**config.mk**
```make
export PLATFORM = sky130hd
export DESIGN_NAME = oam_arbiter_flat
export DESIGN_NICKNAME = d
export VERILOG_FILES = /design/src/rtl/oam_arbiter_if.sv /design/src/rtl/oam_arbiter.sv /design/src/flat_wrapper.sv
export SDC_FILE = /design/constraint.sdc
export NUM_CORES = 1
export LEC_CHECK = 0
export CORE_MARGIN = 4
export CORE_UTILIZATION = 38
export CTS_BUF_LIST = sky130_fd_sc_hd__clkbuf_8
export DETAILED_ROUTE_END_ITERATION = 10
export GPL_TIMING_DRIVEN = 1
export PLACE_DENSITY = 0.81
export SLEW_MARGIN = 20
export SYNTH_ARGS = -nofsm -noshare
export SYNTH_HDL_FRONTEND = slang
export SYNTH_SLANG_ARGS = --single-unit
```
**constraint.sdc**
```tcl
create_clock -name clk -period 3.3 [get_ports clk]
set_clock_uncertainty 0.05 [all_clocks]
set_input_delay 0.66 -clock clk [delete_from_list [all_inputs] [get_ports clk]]
set_output_delay 0.66 -clock clk [all_outputs]
set_load 0.01 [all_outputs]
```
**src/rtl/oam_arbiter_if.sv**
```systemverilog
// rtl/oam_arbiter_if.sv - scanner, CPU and OAM memory port bundle for oam_arbiter
interface oam_arbiter_if #(
    parameter int OAM_ADDR_SIZE = 6
);
    logic                     scan_active;
    logic [OAM_ADDR_SIZE-1:0] scan_addr;
    logic [31:0]              scan_data;
    logic                     scan_stall;
    logic                     cpu_req;
    logic                     cpu_we;
    logic [OAM_ADDR_SIZE-1:0] cpu_addr;
    logic [31:0]              cpu_wdata;
    logic                     cpu_gnt;
    logic [31:0]              cpu_rdata;
    logic                     cpu_rvalid;
    logic [OAM_ADDR_SIZE-1:0] oam_addr;
    logic                     oam_we;
    logic [31:0]              oam_wdata;
    logic [31:0]              oam_rdata;
    logic [15:0]              stall_count;

    modport master (
        input  scan_active, scan_addr, cpu_req, cpu_we, cpu_addr, cpu_wdata, oam_rdata,
        output scan_data, scan_stall, cpu_gnt, cpu_rdata, cpu_rvalid,
               oam_addr, oam_we, oam_wdata, stall_count
    );

    modport slave (
        output scan_active, scan_addr, cpu_req, cpu_we, cpu_addr, cpu_wdata, oam_rdata,
        input  scan_data, scan_stall, cpu_gnt, cpu_rdata, cpu_rvalid,
               oam_addr, oam_we, oam_wdata, stall_count
    );
endinterface

```
**src/rtl/oam_arbiter.sv**
```systemverilog
// rtl/oam_arbiter.sv - single-port OAM arbiter, scanner priority with forced CPU grant; OAM_ARB_STATS_EN enables stall_count
module oam_arbiter #(
    parameter int OAM_ADDR_SIZE = 6,
    parameter int STARVE_LIMIT  = 32
) (
    input  logic          clk,
    input  logic          reset,
    oam_arbiter_if.master bus
);
    localparam int CNT_W = $clog2(STARVE_LIMIT) + 1;
    localparam logic [CNT_W-1:0] CNT_LAST = CNT_W'(STARVE_LIMIT - 1);

    typedef enum logic [1:0] {IDLE, SCAN, FORCE} state_t;

    state_t                   state, state_nxt;
    logic [CNT_W-1:0]         starve_cnt, starve_cnt_nxt;
    logic                     cpu_rd_q, scan_rd_q;
    logic [31:0]              cpu_rdata_q, scan_data_q;
    logic                     gnt, stall, mux_we;
    logic [OAM_ADDR_SIZE-1:0] mux_addr;
    logic [31:0]              mux_wdata;

    always_ff @(posedge clk or posedge reset) begin
        if (reset) begin
            state       <= IDLE;
            starve_cnt  <= '0;
            cpu_rd_q    <= 1'b0;
            scan_rd_q   <= 1'b0;
            cpu_rdata_q <= 32'h0;
            scan_data_q <= 32'h0;
        end else begin
            state       <= state_nxt;
            starve_cnt  <= starve_cnt_nxt;
            cpu_rd_q    <= gnt & ~bus.cpu_we;
            scan_rd_q   <= (state == SCAN);
            cpu_rdata_q <= bus.cpu_rdata;
            scan_data_q <= bus.scan_data;
        end
    end

    always_comb begin
        state_nxt      = state;
        starve_cnt_nxt = '0;
        gnt            = 1'b0;
        stall          = 1'b0;
        mux_we         = 1'b0;
        mux_addr       = '0;
        mux_wdata      = 32'h0;
        case (state)
            IDLE: begin
                if (bus.cpu_req) begin
                    gnt       = 1'b1;
                    mux_addr  = bus.cpu_addr;
                    mux_we    = bus.cpu_we;
                    mux_wdata = bus.cpu_wdata;
                end
                if (bus.scan_active)
                    state_nxt = SCAN;
            end
            SCAN: begin
                mux_addr = bus.scan_addr;
                if (!bus.scan_active) begin
                    state_nxt = IDLE;
                end else if (bus.cpu_req) begin
                    // Counter stops at CNT_LAST, which always fits in CNT_W bits, so it cannot wrap.
                    if (starve_cnt >= CNT_LAST)
                        state_nxt = FORCE;
                    else
                        starve_cnt_nxt = starve_cnt + 1'b1;
                end
            end
            FORCE: begin
                gnt       = bus.cpu_req;
                stall     = 1'b1;
                mux_addr  = bus.cpu_addr;
                mux_we    = bus.cpu_req & bus.cpu_we;
                mux_wdata = bus.cpu_wdata;
                state_nxt = bus.scan_active ? SCAN : IDLE;
            end
            default: state_nxt = IDLE;
        endcase
    end

    // Port drives are gated by reset so an in-flight access drops the moment reset rises.
    assign bus.cpu_gnt    = gnt & ~reset;
    assign bus.scan_stall = stall & ~reset;
    assign bus.oam_we     = mux_we & ~reset;
    assign bus.oam_addr   = reset ? '0 : mux_addr;
    assign bus.oam_wdata  = reset ? 32'h0 : mux_wdata;
    assign bus.cpu_rvalid = cpu_rd_q;
    assign bus.cpu_rdata  = cpu_rd_q ? bus.oam_rdata : cpu_rdata_q;
    assign bus.scan_data  = scan_rd_q ? bus.oam_rdata : scan_data_q;

`ifdef OAM_ARB_STATS_EN
    logic [15:0] stall_cnt_q;

    always_ff @(posedge clk or posedge reset) begin
        if (reset)
            stall_cnt_q <= 16'h0;
        else if (state == FORCE && stall_cnt_q != 16'hFFFF)
            stall_cnt_q <= stall_cnt_q + 16'd1;
    end

    assign bus.stall_count = stall_cnt_q;
`else
    assign bus.stall_count = 16'h0;
`endif
endmodule

```
**src/flat_wrapper.sv**
```systemverilog
// flat-port wrapper written by rule: the top's interface ports become plain ports
module oam_arbiter_flat 
#(
    parameter int OAM_ADDR_SIZE = 6,
    parameter int STARVE_LIMIT  = 32
)
  (clk, reset, bus_scan_active, bus_scan_addr, bus_cpu_req, bus_cpu_we, bus_cpu_addr, bus_cpu_wdata, bus_oam_rdata, bus_scan_data, bus_scan_stall, bus_cpu_gnt, bus_cpu_rdata, bus_cpu_rvalid, bus_oam_addr, bus_oam_we, bus_oam_wdata, bus_stall_count);
  oam_arbiter_if #(.OAM_ADDR_SIZE(OAM_ADDR_SIZE)) bus_i ();
  input  logic clk;
  input  logic reset;
  input wire logic [$bits(bus_i.scan_active)-1:0] bus_scan_active;
  input wire logic [$bits(bus_i.scan_addr)-1:0] bus_scan_addr;
  input wire logic [$bits(bus_i.cpu_req)-1:0] bus_cpu_req;
  input wire logic [$bits(bus_i.cpu_we)-1:0] bus_cpu_we;
  input wire logic [$bits(bus_i.cpu_addr)-1:0] bus_cpu_addr;
  input wire logic [$bits(bus_i.cpu_wdata)-1:0] bus_cpu_wdata;
  input wire logic [$bits(bus_i.oam_rdata)-1:0] bus_oam_rdata;
  output wire logic [$bits(bus_i.scan_data)-1:0] bus_scan_data;
  output wire logic [$bits(bus_i.scan_stall)-1:0] bus_scan_stall;
  output wire logic [$bits(bus_i.cpu_gnt)-1:0] bus_cpu_gnt;
  output wire logic [$bits(bus_i.cpu_rdata)-1:0] bus_cpu_rdata;
  output wire logic [$bits(bus_i.cpu_rvalid)-1:0] bus_cpu_rvalid;
  output wire logic [$bits(bus_i.oam_addr)-1:0] bus_oam_addr;
  output wire logic [$bits(bus_i.oam_we)-1:0] bus_oam_we;
  output wire logic [$bits(bus_i.oam_wdata)-1:0] bus_oam_wdata;
  output wire logic [$bits(bus_i.stall_count)-1:0] bus_stall_count;
  assign bus_i.scan_active = bus_scan_active;
  assign bus_i.scan_addr = bus_scan_addr;
  assign bus_i.cpu_req = bus_cpu_req;
  assign bus_i.cpu_we = bus_cpu_we;
  assign bus_i.cpu_addr = bus_cpu_addr;
  assign bus_i.cpu_wdata = bus_cpu_wdata;
  assign bus_i.oam_rdata = bus_oam_rdata;
  assign bus_scan_data = bus_i.scan_data;
  assign bus_scan_stall = bus_i.scan_stall;
  assign bus_cpu_gnt = bus_i.cpu_gnt;
  assign bus_cpu_rdata = bus_i.cpu_rdata;
  assign bus_cpu_rvalid = bus_i.cpu_rvalid;
  assign bus_oam_addr = bus_i.oam_addr;
  assign bus_oam_we = bus_i.oam_we;
  assign bus_oam_wdata = bus_i.oam_wdata;
  assign bus_stall_count = bus_i.stall_count;
  oam_arbiter #(.OAM_ADDR_SIZE(OAM_ADDR_SIZE), .STARVE_LIMIT(STARVE_LIMIT)) u_core (.clk(clk), .reset(reset), .bus(bus_i));
endmodule
```
Yosys cells after proc, flatten, opt, wreduce, memory -nomap -nowiden
Index checks and enable logic that the tools add are counted.
Storage, ports and cells
  memories: 0
  ROM bits: 0
  input bits: 81
  memory bits (writable): 0
  flip-flop bits (word level): 74
  latch bits: 0
  output and inout port bits: 122
Operators by class
  multipliers: 0
  add/subtract/negate cells: 1
  muxes and demuxes: 23
  shifts and indexed selects: 0
  equality and inequality tests: 5
  order comparisons: 1
  bitwise gates (word level): 7
  reduce and logical (&&, ||, !) cells: 2
  div/mod/pow operators: 0
Operators by type and width (count)
  32-bit 2-to-1 mux: 4
  32-bit one-hot mux with 2 select lines: 1
  6-bit 2-to-1 mux: 6
  6-bit one-hot mux with 3 select lines: 1
  2-bit 2-to-1 mux: 4
  6-bit by 1-bit adder with 6-bit output, second input constant: 1
  6-bit by 5-bit greater-or-equal comparator with 1-bit output, second input constant: 1
  3-bit inequality test, second input constant: 2
  2-bit one-hot mux with 3 select lines: 1
  1-bit AND: 5
  1-bit 2-to-1 mux: 4
  1-bit one-hot mux with 2 select lines: 2
  3-bit AND reduction: 1
  2-bit by 1-bit == test with 1-bit output, second input constant: 1
  2-bit == test, second input constant: 1
  2-bit logical NOT: 1
  2-bit inequality test, second input constant: 1
  1-bit NOT: 2

Depth between registers and ports, before layout
  depth after elaboration: 5
  depth in mapped cells: 4

Least setup slack after synthesis
OpenSTA, ideal clock, no wires.
  path type: input to output
  from: in reset
  to: out bus_oam_wdata[10]
  stages on the path: 4
  setup slack: 1.148 ns
  arrival: 1.442 ns
  required time: 2.590 ns
  cells stage by stage: buf_2 -> nor2_1 -> clkbuf_2 -> and3_1
Between the ends
  word-level cells in the longest chain between the ends: 1
Ends and longest elaborated chain
  start, declared: RTL line flat_wrapper.sv:10  | input logic reset;
  32-bit 2-to-1 mux: RTL line oam_arbiter.sv:89  | assign bus.oam_wdata = reset ? 32'h0 : mux_wdata;
  end, declared: RTL line flat_wrapper.sv:25  | output wire logic [$bits(bus_i.oam_wdata)-1:0] bus_oam_wdata;
No other way between the ends.

Worst setup path in the final report
  from: in bus_cpu_req
  to: out bus_oam_addr[5]
Between the ends
  word-level cells in the longest chain between the ends: 3
Ends and longest elaborated chain
  start, declared: RTL line flat_wrapper.sv:13  | input wire logic [$bits(bus_i.cpu_req)-1:0] bus_cpu_req;
  6-bit 2-to-1 mux: RTL line oam_arbiter.sv:51  | if (bus.cpu_req) begin
  6-bit one-hot mux with 3 select lines: RTL line oam_arbiter.sv:49  | case (state)
  6-bit 2-to-1 mux: RTL line oam_arbiter.sv:88  | assign bus.oam_addr = reset ? '0 : mux_addr;
  end, declared: RTL line flat_wrapper.sv:23  | output wire logic [$bits(bus_i.oam_addr)-1:0] bus_oam_addr;
No other way between the ends.

==> flow_summary.toml <==
[finish]
num-fill-cells = 637
nNetsFinal = 520
post_route_cells_drive_above_1_share = 0.199
post_layout_nonfiller_instances = 548
area_growth_pct = 65.3
final_area_mm2 = 0.00547
antenna_cells = 0
final_core_util = 0.656

[power]
power_per_cell_area_mw_per_mm2 = 458
power_report.internal_total_mw = 1.86
pwr-share-comb = 0.269
ir_drop_v = 0.000401
swShare = 0.257
sequentialPowerShare = 0.419
p_switching_uw = 644
p_leak_nw = 2.37
pwr-share-clk = 0.312

[logic_synthesis]
synth.largest_area_cell = "dfrtp_1"
number_of_enable_flip_flop_cells_after_synthesis = 0
yosys_warnings = 0
synth_seq_cells = 74
synth_top_cells_by_count = "dfrtp_1, mux2_2, and3_1"
proportion_of_netlist_area_held_by_the_largest_area_contributor = 0.559
synth_cell_type_count = 30
syn-cell-area_mm2 = 0.00331
syn_avg_cell_area_um2 = 13.2
synthArstFlopShare = 1.00
yosys.cell_count.top_type = "dfrtp_1"
ys_top_cells_by_area = "dfrtp_1, mux2_2, and3_1"
synth_cells = 251
ys.flop_type = "dfrtp_1"
seq_area_frac_synth = 0.559

[floorplanning]
ioPinCount = 203
fp.coreArea_mm2 = 0.00834
rows = 33
floorplan.initialDensity = 0.397
floorplan.die.width_um = 101
die_area_mm2 = 0.0103
floorplan.die.height_um = 101

[sta]
layout_min_cycle_time_ns = 3.11
timing.final.setup_violations = 0
max_freq_ghz = 0.321
fin_worst_hold_slack_ns = 0.439
rsz0062_at_grt = "false"
slew_violations = 0
final.period_utilization = 0.944
finalHoldViolCount = 0
finalSetupTns_ns = 0

[placed_design]
place.detailed.hpwl_mm = 7.32
place_area_mm2 = 0.00525
cell_count_after_placement = 532
routabilityCongestion = 0.803
io_buffer_count = 186

[clocking]
clk-insertion-delay-late_ns = 0.34
post_cts.repair.setup_buffers = 0
ctsLongestPathBuffers = 2
clock_tree_from_tritoncts = "built"
cts.sink_count = 74
clock_tree.root_cell = "clkbuf_8"
cts_made_buffers = 9
htree_levels = 3
cts-hold-fix-buffers = 0
cts_resized = 0
cts.clk_slew.worst_paths_ns = 0.08

[setup_path]
critPathMaxFanout = 38
critical-path-top-cell-by-count = "clkdlybuf4s50_1"
cp_top_family = "buffers and inverters"
crit-reg2reg-launch = "u_core.state[0]$_DFFE_PP0P_"
timing.critical_path.slowest_cell_delay_ns = 0.60
crit_chain = "clkdlybuf4s50_1 -> or2_1 -> buf_12 -> nand3b_1 -> a21oi_1 -> clkdlybuf4s50_1"
startpoint_type = "primary input"
cp_num_buf_inv = 3
critical_path.slowest_cell = "clkdlybuf4s50_1"
endpoint_kind = "primary output"
worst-endpoint-arrival_ns = 2.40
timing.critical_path.from = "bus_cpu_req"
timing_worst_setup_path_type = "in2out"
required_arrival_time_at_the_worst_endpoint_ns = 2.59

[drt]
detail_route.iter0.violations = 93
first_pass_iters = 4
vias = 2590
routedWlPerCell_um = 17.2
viasPerCell = 4.73
totalWireLength_mm = 9.44
remaining_drc_errors = 0
final_antenna_net_count = 0

[job]
drv.max_cap_violation_count = 0

[global_route]
first_global_vias = 2743
antenna_violations_before_repair = 0
maximum_number_of_pins_on_one_net_before_global_route_repair = 59
grt_pass1_wl_mm = 14.8
grt_overflow = 0
grt_use_total = 0.186

[outcome]
status = "complete, no violations"

[min_path]
worst_hold_startpoint = "u_core.cpu_rdata_q[6]$_DFF_PP0_"
hold_path_class = "reg2reg"
==> state kept, by name, indices dropped and copies added (netlist names) <==
name / count
u_core.cpu_rdata_q: 32
u_core.scan_data_q: 32
u_core.starve_cnt: 6
u_core.state: 2
u_core.bus.cpu_rvalid: 1
u_core.scan_rd_q: 1
==> power by group through the flow <==
| stage | Clock (mW) | Combinational (mW) | Sequential, mW |
|---|---|---|---|
| 3_5_place_dp | 0 | 0.682 | 1.07 |
| 4_1_cts | 0.810 | 0.686 | 1.05 |
| 5_1_grt | 0.851 | 0.727 | 1.06 |
| 3_3_place_gp | 0 | 0.669 | 1.06 |
| 2_1_floorplan | 0 | 0.293 | 1.06 |
| 6_report | 0.782 | 0.674 | 1.05 |
==> worst register-to-register path, stage by stage (launching register included) <==
cell and delay (ns):
dfrtp_1 0.51, and2b_1 0.39, nand4b_4 0.21, nor4_4 0.24
==> cell usage in the layout (no fill, tap or decap), drive strengths merged, types with 3 or more instances in the layout <==
cell           instances
inv                    4
buf                    8
nor3b                  4
nand3b                 6
a21oi                  6
and3                  33
nand2                  6
clkbuf                 9
mux2                  64
nor2                   3
clkinv                 4
conb                  16
dfrtp                 74
clkdlybuf4s50        186
==> kinds of logic (layout without fill, tap and decap cells) <==
family                     Yosys count  after routing  share of synthesized area
AOI/OAI and AO/OA                    9              9                     0.0166
xor gates and xnor gates             3              3                    0.00794
adders and majority gates            1              1                    0.00378
buffers and inverters               36            213                     0.0669
DFF                                 74             74                      0.559
muxes                               64             64                      0.218
other                                1             16                    0.00113
and+or+nand+nor                     63             63                      0.127
==> path summary, 6_finish.rpt <==
check | endpoint | slack (ns) | cells after the start
min | u_core.cpu_rdata_q[6]$_DFF_PP0_ | 0.44 | 1
min in group asynchronous | u_core.state[1]$_DFFE_PP0P_ | 0.78 | 3
min reg2reg | u_core.cpu_rdata_q[6]$_DFF_PP0_ | 0.44 | 1
max | bus_oam_addr[5] | 0.19 | 6
max in group asynchronous | u_core.cpu_rdata_q[23]$_DFF_PP0_ | 1.80 | 4
max reg2reg | u_core.starve_cnt[5]$_DFF_PP0_ | 1.82 | 3
==> per-layer routing <==
metal / wire length [um] / vias to the layer above / part of all wire / global-route usage
met1: 3790 / 1264 / 0.40 / 0.241
li1: - / 1218 / - / -
met3: 697 / 11 / 0.074 / 0.0496
met4: 89 / 0 / 0.0094 / 0.0470
met5: 0 / - / 0 / 0
met2: 4860 / 97 / 0.52 / 0.312
==> cell type report <==
type                    instances  area (um^2)  area share
clock buffers                   9          124      0.0226
clock inverters                 7          103      0.0187
inverters                       3         11.3     0.00206
multi-input cells             156         1290       0.236
flip-flops and latches         74         1850       0.338
well taps                     105          131      0.0240
repair buffers                194         1960       0.358
==> per-stage QoR <==
| step | setup WS [ns] | power [mW] |
|---|---|---|
| final | 0.186 | 2.51 |
| after floorplan | 0.543 | 1.35 |
| after global routing | 0.113 | 2.64 |
| after global placement | 0.194 | 1.73 |
| after detailed placement | 0.196 | 1.75 |
| after CTS | 0.182 | 2.55 |
No activity file was read; power rests on OpenSTA's default activity.
